===== config.mk =====
export PLATFORM = sky130hd
export DESIGN_NAME = ram_burst_reader
export DESIGN_NICKNAME = d
export VERILOG_FILES = /design/src/rtl/ram_burst_reader.sv
export SDC_FILE = /design/constraint.sdc
export NUM_CORES = 1
export LEC_CHECK = 0
export CORE_MARGIN = 2
export CORE_UTILIZATION = 45
export CTS_BUF_LIST = sky130_fd_sc_hd__clkbuf_8
export DETAILED_ROUTE_END_ITERATION = 8
export DONT_BUFFER_PORTS = 1
export PLACE_DENSITY_LB_ADDON = 0.2
export SYNTH_ARGS = -nofsm -noshare
export SYNTH_HDL_FRONTEND = slang
export SYNTH_SLANG_ARGS = --single-unit
export TNS_END_PERCENT = 50

===== constraint.sdc =====
create_clock -name clk -period 3 [get_ports clk]
set_input_delay 0.45 -clock clk [delete_from_list [all_inputs] [get_ports clk]]
set_output_delay 0.45 -clock clk [all_outputs]
set_load 0.1 [all_outputs]

===== src/rtl/ram_burst_reader.sv =====
// ram_burst_reader: walks a wrapping address range of an async-read RAM,
// streams each byte on a valid/ready port and keeps a running checksum.
module ram_burst_reader #(
    parameter int ADDR_W = 7,
    parameter int DATA_W = 8
) (
    input  logic              clk,
    input  logic              rst,
    input  logic              start,
    input  logic [ADDR_W-1:0] base_addr,
    input  logic [ADDR_W-1:0] burst_len,
    output logic [ADDR_W-1:0] ram_addr,
    input  logic [DATA_W-1:0] ram_q,
    output logic [DATA_W-1:0] out_data,
    output logic              out_valid,
    input  logic              out_ready,
    output logic              busy,
    output logic              done,
    output logic [DATA_W-1:0] checksum
);

    typedef enum logic [1:0] {S_IDLE, S_READ, S_DRAIN, S_DONE} state_t;

    // Remaining count is one bit wider so a full-memory burst (len 0) fits.
    localparam logic [ADDR_W:0] FULL_LEN = {1'b1, {ADDR_W{1'b0}}};
    localparam logic [ADDR_W:0] REM_ONE  = {{ADDR_W{1'b0}}, 1'b1};

    state_t            state_q, state_d;
    logic [ADDR_W-1:0] ptr_q, ptr_d;
    logic [ADDR_W:0]   rem_q, rem_d;
    logic [DATA_W-1:0] out_data_q, out_data_d;
    logic              out_valid_q, out_valid_d;
    logic              busy_q, busy_d;
    logic              done_q, done_d;
    logic [DATA_W-1:0] checksum_q, checksum_d;
    logic              xfer, can_cap;

    assign xfer    = out_valid_q && out_ready;
    assign can_cap = !out_valid_q || out_ready;

    // Next-state and registered-output computation for the burst FSM.
    always_comb begin
        state_d     = state_q;
        ptr_d       = ptr_q;
        rem_d       = rem_q;
        out_data_d  = out_data_q;
        out_valid_d = out_valid_q;
        busy_d      = busy_q;
        done_d      = 1'b0;
        checksum_d  = checksum_q;

        // A handshake accumulates the word and empties the output slot,
        // unless READ refills it on the same edge below.
        if (xfer) begin
            checksum_d  = checksum_q + out_data_q;
            out_valid_d = 1'b0;
        end

        case (state_q)
            S_IDLE: begin
                if (start) begin
                    ptr_d      = base_addr;
                    rem_d      = (burst_len == '0) ? FULL_LEN : {1'b0, burst_len};
                    checksum_d = '0;
                    busy_d     = 1'b1;
                    state_d    = S_READ;
                end
            end
            S_READ: begin
                if (can_cap) begin
                    out_data_d  = ram_q;
                    out_valid_d = 1'b1;
                    ptr_d       = ptr_q + {{(ADDR_W-1){1'b0}}, 1'b1};
                    rem_d       = rem_q - REM_ONE;
                    if (rem_q == REM_ONE) state_d = S_DRAIN;
                end
            end
            S_DRAIN: begin
                if (xfer) state_d = S_DONE;
            end
            S_DONE: begin
                // First DONE cycle raises done/drops busy; second returns to IDLE.
                if (!done_q) begin
                    done_d = 1'b1;
                    busy_d = 1'b0;
                end else begin
                    state_d = S_IDLE;
                end
            end
            default: state_d = S_IDLE;
        endcase
    end

    // State register with synchronous reset that aborts any burst in flight.
    always_ff @(posedge clk) begin
        if (rst) begin
            state_q     <= S_IDLE;
            ptr_q       <= '0;
            rem_q       <= '0;
            out_data_q  <= '0;
            out_valid_q <= 1'b0;
            busy_q      <= 1'b0;
            done_q      <= 1'b0;
            checksum_q  <= '0;
        end else begin
            state_q     <= state_d;
            ptr_q       <= ptr_d;
            rem_q       <= rem_d;
            out_data_q  <= out_data_d;
            out_valid_q <= out_valid_d;
            busy_q      <= busy_d;
            done_q      <= done_d;
            checksum_q  <= checksum_d;
        end
    end

    assign ram_addr  = ptr_q;
    assign out_data  = out_data_q;
    assign out_valid = out_valid_q;
    assign busy      = busy_q;
    assign done      = done_q;
    assign checksum  = checksum_q;

endmodule


==> impl_metrics.env <==
export IMPL_ys_seq_area_share_pct=33.9
export IMPL_instances_no_fill=331
export IMPL_fin_worst_skew_ps=6.70
export IMPL_ios=52
export IMPL_r2r_end="checksum[7]$_SDFF_PP0_"
export IMPL_wl_per_cell_um=14.0
export IMPL_synth_area_um2=2120
export IMPL_dp_cells=324
export IMPL_async_flop_share_pct=0
export IMPL_yosys_area_share_adder_pct=9.78
export IMPL_max_vdd_ir_drop_mv=0.748
export IMPL_drt_iter0_drc=111
export IMPL_reg2reg_depth=7
export IMPL_antenna_found_initial=0
export IMPL_tightest_slew_ps=1010
export IMPL_synthMuxAreaShare_pct=8.24
export IMPL_fp_dieW_um=72.7
export IMPL_cts_resized_gates=0
export IMPL_max_stage_delay_ps=330
export IMPL_yosysTopAreaCell="dfxtp_1"
export IMPL_drive_gt1_share_pct=14.7
export IMPL_h_tree_depth=2
export IMPL_r2r_start="out_data[2]$_SDFFE_PP0P_"
export IMPL_cap_viol_max_count=0
export IMPL_seq_power_share_pct=28.8
export IMPL_grt_pass1_vias=1774
export IMPL_synth_common_cells="36 x dfxtp_1, 31 x nand2_1, 30 x nor2_1"
export IMPL_synth_simple_area_share_pct=24.9
export IMPL_vias=1854
export IMPL_powerDensity_nw_per_um2=1130
export IMPL_root_buffer="clkbuf_8"
export IMPL_clkSinkCount=36
export IMPL_dr_pass1_iters=6
export IMPL_overflow=0
export IMPL_synth_top_family_by_area="simple AND/OR/NAND/NOR gates"
export IMPL_critPathLaunchType="flip-flop"
export IMPL_synth_top_cell_area_share_pct=33.9
export IMPL_clk_latency_ps=290
export IMPL_grt_pass1_wl_um=7830
export IMPL_fill_cells=434
export IMPL_fin_nets=321
export IMPL_std_cell_rows=24
export IMPL_io_buffers=0
export IMPL_diodes=0
export IMPL_p_int_mw=1.32
export IMPL_critPathSlowestCell="ha_1"
export IMPL_synthMostInstantiatedCell="dfxtp_1"
export IMPL_cts_hold_buf=0
export IMPL_postCtsSetupBuffers=0
export IMPL_end_kind="flip-flop"
export IMPL_postRouteAntennaNets=0
export IMPL_avgViaCountPerCell=5.60
export IMPL_grt_max_degree=40
export IMPL_finalCritPeriodShare_pct=66.6
export IMPL_cp_required_ps=3220
export IMPL_synth_nets=303
export IMPL_drv_slew=0
export IMPL_numCtsBuffers=5
export IMPL_post_route_util_pct=54.3
export IMPL_synth_cell_type_count=41
export IMPL_wl_um=4640
export IMPL_dp_hpwl_um=3420
export IMPL_cp_max_fo=4
export IMPL_max_freq_mhz=501
export IMPL_start_util_pct=47.8
export IMPL_min_delay_start="rst"
export IMPL_die_h_um=72.7
export IMPL_clkTransAtPathRegs_ps=70
export IMPL_core_region_area_um2=4440
export IMPL_setup_viol=0
export IMPL_area_delta_synth_final_pct=13.7
export IMPL_dieArea_um2=5290
export IMPL_cp_arrival_ps=2220
export IMPL_leakage_nw=1.04
export IMPL_hold_class="input pin to flip-flop"
export IMPL_synth_seq_cells=36
export IMPL_synth_xor_area_share_pct=0.824
export IMPL_min_path_cells=1
export IMPL_route_detailed_drc=0
export IMPL_outcome="finished clean"
export IMPL_synthCells=261
export IMPL_path_cells="buf_4 > ha_1 > o21ai_0 > nor3_1 > mux2_2 > a21o_1 > a21oi_1"
export IMPL_cts_tree="yes"
export IMPL_hold_violations=0
export IMPL_worst_setup_path_type="flip-flop to flip-flop"
export IMPL_p_clk_share_pct=13.6
export IMPL_switching_share_pct=51.7
export IMPL_yosys_warnings=0
export IMPL_ys_flop_type="dfxtp_1"
export IMPL_grt_usage_pct=19.1
export IMPL_gp_congestion=0.824
export IMPL_layout_min_cycle_time_ps=2000
export IMPL_synth_edf_count=0
export IMPL_rsz0062_at_grt="no"
export IMPL_clock_path_buffers=2
export IMPL_synthTopCellsByArea="dfxtp_1 34%, ha_1 8.8%, mux2i_1 6.1%"
export IMPL_setup_tns_ps=0
export IMPL_combPwrFrac_pct=57.5
export IMPL_r2r_slack_ps=1000
export IMPL_syn_avg_cell_area_um2=8.14
export IMPL_slew_headroom_pct=32.2
export IMPL_hold_path_endpoint="ram_addr[5]$_SDFFE_PP0P_"
export IMPL_synth_compound_area_share_pct=18.6
export IMPL_p_switching_mw=1.41
-- through the flow --
stage / power, mW / hold WS, ps / worst slack, ps / instance area [µm²]
global route: 2.94 / 202 / 870 / 2410
CTS: 2.74 / 211 / 1010 / 2410
detailed placement: 2.36 / 460 / 1040 / 2320
global placement: 2.35 / 456 / 1070 / 2320
finish: 2.72 / 219 / 1000 / 2410
floorplan: 2.10 / 441 / 609 / 2120
-- routing by layer --
metal	vias to the layer above	GRT usage [%]	part of all wire (%)
met5	-	0	0
met4	0	5.97	1.1
met3	6	6.91	6.4
met2	48	31.0	46
met1	845	23.5	46
li1	955	-	-
-- layout by cell type (no fill, tap or decap), types with 7 or more instances in the layout --
cell type / n
ha_1: 15
nand2b_1: 7
clkbuf_8: 7
dfxtp_1: 36
mux2i_1: 13
o21ai_0: 8
a21o_1: 7
nand2_1: 31
nor2b_1: 9
nor2_1: 30
a21oi_1: 21
buf_4: 25
nand3_1: 8
-- flip-flops by register name, indices dropped and copies added, names as in the netlist --
signal and flops:
checksum 8, done 1, state_q 2, out_valid 1
out_data 8, ram_addr 7, busy 1, rem_q 8
-- power by group through the flow --
stage	clock network, mW	logic, mW	registers [mW]
2_1_floorplan	0	0.841	1.26
3_3_place_gp	0	1.56	0.791
3_5_place_dp	0	1.57	0.792
4_1_cts	0.384	1.57	0.785
5_1_grt	0.405	1.73	0.805
6_report	0.372	1.57	0.785
-- kinds of logic after synthesis --
group	after synthesis
AO/OA/AOI/OAI	60
XOR/XNOR	2
adder cells (fa/ha/maj)	16
buffers and inverters	20
flip-flops	36
multiplexers	17
AND/OR/NAND/NOR	110
-- critical path: cells and delay by family (launching register included) --
family                   cells  cell delay [ps]
AO/OA/AOI/OAI                3              590
adder cells (fa/ha/maj)      1              330
flip-flops                   1              320
buffers and inverters        1              290
multiplexers                 1              290
AND/OR/NAND/NOR              1              100
-- worst max path at each step --
stage                                   endpoint  slack [ps]  cells past startpoint                startpoint
after CTS                 checksum[7]$_SDFF_PP0_        1010                      7  out_data[2]$_SDFFE_PP0P_
after detailed placement  checksum[7]$_SDFF_PP0_        1040                      7  out_data[2]$_SDFFE_PP0P_
after floorplan           checksum[7]$_SDFF_PP0_         610                      6    checksum[1]$_SDFF_PP0_
final                     checksum[7]$_SDFF_PP0_        1000                      7  out_data[2]$_SDFFE_PP0P_
after global routing       rem_q[4]$_SDFFE_PP0P_         870                      7   state_q[0]$_SDFFE_PP0P_
after global placement    checksum[7]$_SDFF_PP0_        1070                      7    checksum[2]$_SDFF_PP0_
-- layout make-up --
type | instances | area, µm² | share of cell area [%]
Multi-Input combinational cell | 205 | 1320 | 54.8
Clock buffer | 7 | 96.3 | 3.99
Timing Repair Buffer | 25 | 188 | 7.77
Inverter | 6 | 22.5 | 0.933
Sequential cell | 36 | 721 | 29.8
Tap cell | 52 | 65.1 | 2.69
No activity file was read; power rests on OpenSTA's default activity.
